## src/rtl/instruc_loader.sv

```systemverilog
// Byte-serial loader: packs 4 bytes little-endian per word and writes them to instruction memory from address 0.
// Latency: wrEn one cycle after the 4th byte edge; flush write one cycle after finish, done the cycle after that.
// Backpressure: none. Bytes are taken whenever LOAD is active and dropped otherwise. Optional checksum: INSTRUC_LOADER_CHECKSUM_EN.
module instruc_loader #(
    parameter int INSTRUC_SIZE = 32,
    parameter int ARG_SIZE     = 8
) (
    input  logic                    clk,
    input  logic                    reset,
    input  logic                    start,
    input  logic                    finish,
    input  logic                    byteValid,
    input  logic [7:0]              byteIn,
    input  logic                    ack,
    output logic                    wrEn,
    output logic [ARG_SIZE-1:0]     addr,
    output logic [INSTRUC_SIZE-1:0] wrData,
    output logic [ARG_SIZE:0]       count,
    output logic                    loading,
    output logic                    done,
    output logic                    full,
    output logic [7:0]              checksum
);

    typedef enum logic [1:0] {IDLE, LOAD, FLUSH, DONE} state_t;

    localparam logic [ARG_SIZE-1:0] LAST_ADDR = '1;

    state_t                  state, state_nxt;
    logic [ARG_SIZE-1:0]     ptr;
    logic [1:0]              byte_idx, idx_upd;
    logic [INSTRUC_SIZE-1:0] asm_word, asm_upd;
    logic                    accept, word_done, flush_wr, wr_go, clear;

    // Assembly view after the current byte lands in its lane
    always_comb begin
        asm_upd = asm_word;
        idx_upd = byte_idx;
        if (accept) begin
            asm_upd[{byte_idx, 3'b000} +: 8] = byteIn;
            idx_upd = byte_idx + 2'd1;
        end
    end

    always_comb begin
        state_nxt = state;
        accept    = 1'b0;
        word_done = 1'b0;
        flush_wr  = 1'b0;
        clear     = 1'b0;
        case (state)
            IDLE: begin
                if (start) begin
                    state_nxt = LOAD;
                    clear     = 1'b1;
                end
            end
            LOAD: begin
                accept    = byteValid;
                word_done = byteValid && (byte_idx == 2'd3);
                // A byte is absorbed before finish looks at the lane index
                if (word_done && (ptr == LAST_ADDR)) begin
                    state_nxt = DONE;
                end else if (finish) begin
                    if (idx_upd == 2'd0) begin
                        state_nxt = DONE;
                    end else begin
                        state_nxt = FLUSH;
                        flush_wr  = 1'b1;
                    end
                end
            end
            FLUSH: state_nxt = DONE;
            DONE: begin
                if (start) begin
                    state_nxt = LOAD;
                    clear     = 1'b1;
                end else if (ack) begin
                    state_nxt = IDLE;
                end
            end
            default: state_nxt = IDLE;
        endcase
    end

    assign wr_go = word_done || flush_wr;

    always_ff @(posedge clk or negedge reset) begin
        if (!reset) begin
            state    <= IDLE;
            ptr      <= '0;
            byte_idx <= 2'd0;
            asm_word <= '0;
            wrEn     <= 1'b0;
            addr     <= '0;
            wrData   <= '0;
            count    <= '0;
            loading  <= 1'b0;
            done     <= 1'b0;
            full     <= 1'b0;
        end else begin
            state   <= state_nxt;
            wrEn    <= wr_go;
            loading <= (state_nxt == LOAD) || (state_nxt == FLUSH);
            done    <= (state_nxt == DONE);
            if (clear) begin
                ptr      <= '0;
                byte_idx <= 2'd0;
                asm_word <= '0;
                count    <= '0;
                full     <= 1'b0;
            end else begin
                if (accept) begin
                    byte_idx <= idx_upd;
                    asm_word <= word_done ? '0 : asm_upd;
                end
                if (wr_go) begin
                    addr   <= ptr;
                    wrData <= asm_upd;
                    ptr    <= ptr + 1'b1;
                    count  <= count + 1'b1;
                    if (ptr == LAST_ADDR) begin
                        full <= 1'b1;
                    end
                end
                // Unfilled lanes of the flushed word are already zero
                if (flush_wr) begin
                    byte_idx <= 2'd0;
                    asm_word <= '0;
                end
            end
        end
    end

`ifdef INSTRUC_LOADER_CHECKSUM_EN
    always_ff @(posedge clk or negedge reset) begin
        if (!reset) begin
            checksum <= 8'h00;
        end else if (clear) begin
            checksum <= 8'h00;
        end else if (accept) begin
            checksum <= checksum ^ byteIn;
        end
    end
`else
    assign checksum = 8'h00;
`endif

endmodule

```

## config.mk

```make
export PLATFORM = sky130hd
export DESIGN_NAME = instruc_loader
export DESIGN_NICKNAME = d
export VERILOG_FILES = /design/src/rtl/instruc_loader.sv
export SDC_FILE = /design/constraint.sdc
export NUM_CORES = 1
export LEC_CHECK = 0
export CORE_AREA = 2 2 86 121
export CTS_CLUSTER_DIAMETER = 50
export DETAILED_ROUTE_END_ITERATION = 10
export DIE_AREA = 0 0 88 123
export PLACE_DENSITY = 0.74
export SLEW_MARGIN = 15
export SYNTH_ARGS = -nofsm -noshare
export SYNTH_HDL_FRONTEND = slang
export SYNTH_SLANG_ARGS = --single-unit
```

## constraint.sdc

```tcl
create_clock -name clk -period 3.5 [get_ports clk]
set_input_delay 0.525 -clock clk [delete_from_list [all_inputs] [get_ports clk]]
set_output_delay 0.525 -clock clk [all_outputs]
set_load 0.005 [all_outputs]
```

==> reports/metrics.csv, run 1 <==
metric;value;unit
r2r_cells;7;
track_usage;23.38;%
worstSetupPathType;reg -> reg;
synth.cell_area;4795;um^2
fin_ws;694.7;ps
routedWlPerCell;17.99;um
synth_common_cells;dfrtp_1, o21ai_0, a22oi_1;
hold_violations;0;
die_x;88;um
fillCellCount;832;
post_cts_resize_count;0;
slowest_delay;590;ps
maxSlewViolCount;0;
synth_edf_count;0;
timing.fmax;356.5;MHz
setup_viol;0;
yosys-top-cells-area;dfrtp_1, o21ai_0, a22oi_1;
synth_top_area_share;50.63;%
cts-root-buf;clkbuf_16;
clk_path_buf_depth;2;
fin_crit_sh;80.15;%
grt_pass1_vias;3838;
drcViolationCount;0;
yosysSeqAreaShare;50.63;%
rrSetupSlack;690;ps
required;3720;ps
clock_sinks;97;
ys_ff_latch;97;
gp_congestion;0.8035;
yosysUniqueCellTypes;50;
finalSetupTns;0;ps
vias;3855;
tritoncts;done;
r2r-end;wrData[20];
die_y;123;um
dieArea;10820;um^2
hold_class;in -> async;
placeableCoreArea;9738;um^2
p_per_area;564.0;nW/um^2
yosysWarningCount;0;
grt_overflow_total;0;
drive_gt1_share;8.108;%
postCtsHoldBufs;0;
core.rowCount;43;
clkLatencyLatePin;350;ps
period_needed;2805;ps
crit_slowest_cell;dfrtp_1;
wirelength;11.75;mm
worst_pin_slew;804.8;ps
cp_cell_sequence;inv_1, ha_1, nand3b_1, a21oi_4, nand2b_1, buf_4, o21ai_0;
dpl_worst_slack;644.6;ps
ant_nets;0;
critPathCaptureType;flip-flop;
ir_worst_vdd;0.3830;mV
critical_path_arrival;3020;ps
slew_headroom;45.94;%
start_util;49.24;%
start_kind;flip-flop;
leakagePower;2.555;nW
ys.flop_type;dfrtp_1;
finalClockSkew;7.514;ps
synth.most_common_cell;dfrtp_1;
ios;75;
drtIter0Drc;270;
synth-async-reset-ratio;100.0;%
antenna_found_initial;0;
area_delta_synth_final;21.35;%
cts_made_buffers;9;
synthCells;455;
maxCapViolCount;0;
h-tree-depth;3;
rr_startpoint;byte_idx[0];
rsz0062_at_grt;false;
clk_pin_slew;60;ps
utilization;59.75;%
first_pass_iters;5;
n_antenna_cell;0;
critPathMaxFanout;13;
portBuffers;66;
status;finished clean;
yosys.area.top_type;dfrtp_1;
num-nets-final;539;
post_cts_buffers;0;
syn_area_per_cell;10.54;um^2
grt_max_degree;61;
grt_pass1_wl;19.40;mm
detailed_place_hpwl;7.915;mm
vias_per_cell;5.904;
-- through the flow --
stage	instance area (um^2)	hold slack (ps)	total power, mW	cells
after floorplan	4821	229.4	1.981	462
after global placement	5537	468.7	2.328	637
after detailed placement	5537	471.9	2.370	637
after CTS	5818	212.5	3.298	653
after global routing	5818	247.6	3.476	653
final	5818	196.4	3.281	653
-- power by group --
group	internal [mW]	switching, mW	leakage (nW)
combinational	0.383	0.663	1.09
clock	0.504	0.423	0.124
sequential	1.22	0.0885	1.35
total	2.11	1.17	2.56
-- kinds of logic (layout without fill, tap and decap cells) --
kind of cell	count (synthesis)	after routing	share of synthesized area [%]
muxes	7	7	1.644
DFF	97	97	50.63
other	1	8	0.07821
adders and majority gates	12	12	3.131
and+or+nand+nor	119	119	15.21
buffers and inverters	48	104	5.376
xor gates and xnor gates	1	1	0.1827
AOI/OAI and AO/OA	170	170	23.75
-- worst max path at each step --
stage                startpoint         end  slack, ps  cells after the start
global route        byte_idx[0]  wrData[20]        470                      7
finish              byte_idx[0]  wrData[20]        690                      7
detailed placement    byteValid  wrData[15]        640                      6
floorplan           byte_idx[0]     addr[3]       1110                      9
global placement      byteValid  wrData[27]        750                      6
CTS                 byte_idx[0]  wrData[20]        680                      7
-- layout make-up --
cell class | count | area, um^2 | share of cell area (%)
flip-flops and latches | 97 | 2427 | 41.72
multi-input cells | 317 | 2146 | 36.88
repair buffers | 77 | 753.2 | 12.95
clock buffers | 11 | 242.7 | 4.172
well taps | 135 | 168.9 | 2.903
inverters | 11 | 41.29 | 0.7097
clock inverters | 5 | 38.79 | 0.6667
-- layout by cell type, fill, tap and decap left out, types with 9 or more instances in the layout --
master and instances:
dfrtp_1 97, o21ai_0 69, clkdlybuf4s50_1 65, a22oi_1 32, and3_1 23, a221o_1 20
nor2b_1 17, nand2_1 15, a21oi_1 13, o21ai_1 13, ha_1 12, inv_1 11
buf_4 11, nand3_1 9, and2_1 9, or3_1 9, clkbuf_16 9
-- state kept, by name (all words and copies together), names as in the netlist --
signal and cells:
addr 8, full 1, asm_word 32, loading 1, done 1, state 2, wrEn 1, ptr 8
wrData 32, byte_idx 2, count 9
-- routing by layer --
layer  global-route usage, %  share of wire, %
met1                   31.12                43
met2                   38.12                51
met3                   4.139               4.7
met4                   8.750               2.1
met5                       0                 0
-- worst max-delay path, delay by kind of cell (launching register included) --
| kind | cells | cell delay [ps] |
|---|---|---|
| AND/OR/NAND/NOR | 2 | 840 |
| flip-flops | 1 | 590 |
| buffers and inverters | 2 | 490 |
| adder cells (fa/ha/maj) | 1 | 410 |
| AO/OA/AOI/OAI | 2 | 340 |
No activity file was read; power rests on OpenSTA's default activity.
==> run 2: changes to the inputs <==
clock period = 2.6 ns   (was 3.5 ns; I/O delays follow)
==> run 2 against run 1 <==
Net effect: largest cell class unchanged; cell area increased by 3.3%; sequential power is 33% higher; clock power grew 57%; largest power group unchanged.
==> reports/metrics.csv, run 2 (synthesized netlist as in run 1, its figures left out) <==
metric;value;unit;change
finalSetupTns;0;ps;unchanged
use_met1;29.58;%;-1.5 points
ant_nets;0;;unchanged
clock_sinks;97;;unchanged
grt_max_degree;56;;-8.2%
ir_worst_vdd;0.5248;mV;+37%
clk_pin_slew;70;ps;about the same
clkPwrFrac;31.0;%;+2.8 points
leakagePower;2.665;nW;+4.3%
portBuffers;66;;unchanged
grt_pass1_vias;3802;;-0.94%
drive_gt1_share;10.57;%;+2.5 points
clk_path_buf_depth;2;;unchanged
die_y;123;um;unchanged
final_common_cell;dfrtp_1;;
worstSetupPathType;reg -> reg;;
dpl_cell_area;5677;um^2;+2.5%
drcViolationCount;0;;unchanged
multiInputGateArea;2152;um^2;+0.29%
fillCellCount;806;;-3.1%
start_kind;flip-flop;;
detailed_place_hpwl;7.879;mm;-0.45%
fin_ws;177.4;ps;-517.3 ps
cellInternalPower;3.108;mW;+48%
seqCellArea;2427;um^2;unchanged
hold_slack;26.81;ps;-169.6 ps
track_usage;22.71;%;-0.67 points
tritoncts;done;;
clkLatencyLatePin;350;ps;about the same
dieArea;10820;um^2;unchanged
gp_congestion;0.8313;;+3.5%
grt_pass1_wl;18.90;mm;-2.6%
placeableCoreArea;9738;um^2;unchanged
finalClockSkew;6.412;ps;-1.101 ps
area_delta_synth_final;25.37;%;
vias;3971;;+3.0%
timing.fmax;412.8;MHz;+16%
start_util;49.24;%;unchanged
cts_made_buffers;9;;unchanged
critPathMaxFanout;22;;+9
dpl_worst_slack;125.9;ps;-518.7 ps
cts-root-buf;clkbuf_16;;
biggestRegsByFlops;asm_word x32, wrData x32, count x9;;
required;2830;ps;-890 ps
wirelength;11.73;mm;-0.14%
p_per_area;785.3;nW/um^2;+39%
post_cts_buffers;0;;unchanged
setup_viol;0;;unchanged
swShare;34.15;%;-1.6 points
grt_overflow_total;0;;unchanged
worst_pin_slew;646.2;ps;-158.5 ps
core.rowCount;43;;unchanged
power.combinational.fraction;32.0;%;about the same
postCtsHoldBufs;0;;unchanged
die_x;88;um;unchanged
routedWlPerCell;17.64;um;-1.9%
n_antenna_cell;0;;unchanged
grt_busiest_layer;met2;;
critical_path_arrival;2660;ps;-360 ps
rsz0062_at_grt;false;;
pwr-share-seq;36.9;%;-3.0 points
hold_violations;0;;unchanged
design_area;6011;um^2;+3.3%
slew_headroom;56.80;%;+11 points
met3_usage;4.072;%;-0.067 points
utilization;61.72;%;+2.0 points
vias_per_cell;5.971;;+1.2%
antenna_found_initial;0;;unchanged
critPathCaptureType;flip-flop;;
maxCapViolCount;0;;unchanged
hold_class;in -> async;;
h-tree-depth;3;;unchanged
drtIter0Drc;247;;-8.5%
switchingPower;1.612;mW;+37%
gr-usage-met2;37.41;%;-0.71 points
first_pass_iters;5;;unchanged
ios;75;;unchanged
fin_crit_sh;93.18;%;+13 points
period_needed;2423;ps;-382.7 ps
num-nets-final;551;;+2.2%
maxSlewViolCount;0;;unchanged
status;finished clean;;
final_cell_mix;dfrtp_1, o21ai_0, clkdlybuf4s50_1;;
-- run 2: cell types whose count changed in the layout (fill, tap and decap cells not counted) --
cell        before  now
bufinv_16        0    2
clkinv_2         0    1
buf_4           11   19
clkbuf_1         1    0
clkinvlp_4       4    2
nor4b_1          1    0
nor4b_2          1    2
buf_12           1    5
-- run 2: worst paths after layout --
path | slack [ps] | from | depth (start not counted) | end
worst min-delay path | 30 | reset | 1 | count[6]
worst max-delay path | 180 | byte_idx[1] | 7 | addr[4]
max in group asynchronous | 1890 | reset | 2 | asm_word[12]
worst max register to register | 180 | byte_idx[1] | 7 | addr[4]
worst min register to register | 490 | asm_word[27] | 1 | asm_word[27]
min in group clk | 490 | asm_word[27] | 1 | asm_word[27]
-- run 2: worst max-delay path: stages (launching register included) --
cell and delay, ps:
dfrtp_1 480, inv_1 130, ha_1 380, nand3b_1 360, a21oi_4 250, nand2b_1 180
buf_12 180, mux2_2 340
-- run 2: repair_timing --
item | in CTS | in global routing
gates resized for setup | 0 | 1
hold endpoints to repair | 0 | 0
endpoints found under the setup margin | 0 | 8
-- run 2: layout make-up --
cell class	count	share of cell area (%)
multi-input combinational	317	35.80
timing repair buffer	89	14.86
sequential	97	40.38
tap	135	2.810
clock inverter	6	1.478
clock buffer	10	3.976
inverter	11	0.6869
-- run 2: metal layers --
layer  vias to the layer above  wire (um)  share of wire [%]
met5                         -          0                  0
met4                         0        306                2.6
met3                        27        589                5.0
met2                       140       5857                 50
met1                      1981       4976                 42
li1                       1823          -                  -
-- run 2: per-stage QoR --
stage,power [mW],instances
floorplan,2.666,462
global placement,3.236,649
detailed placement,3.274,649
CTS,4.726,665
global route,4.954,665
finish,4.720,665
-- run 2: power groups by stage --
stage	sequential (mW)	combinational [mW]	clock, mW
floorplan	1.76	0.906	0
CTS	1.74	1.51	1.48
finish	1.74	1.51	1.46
global route	1.76	1.67	1.53
global placement	1.77	1.47	0
detailed placement	1.77	1.50	0
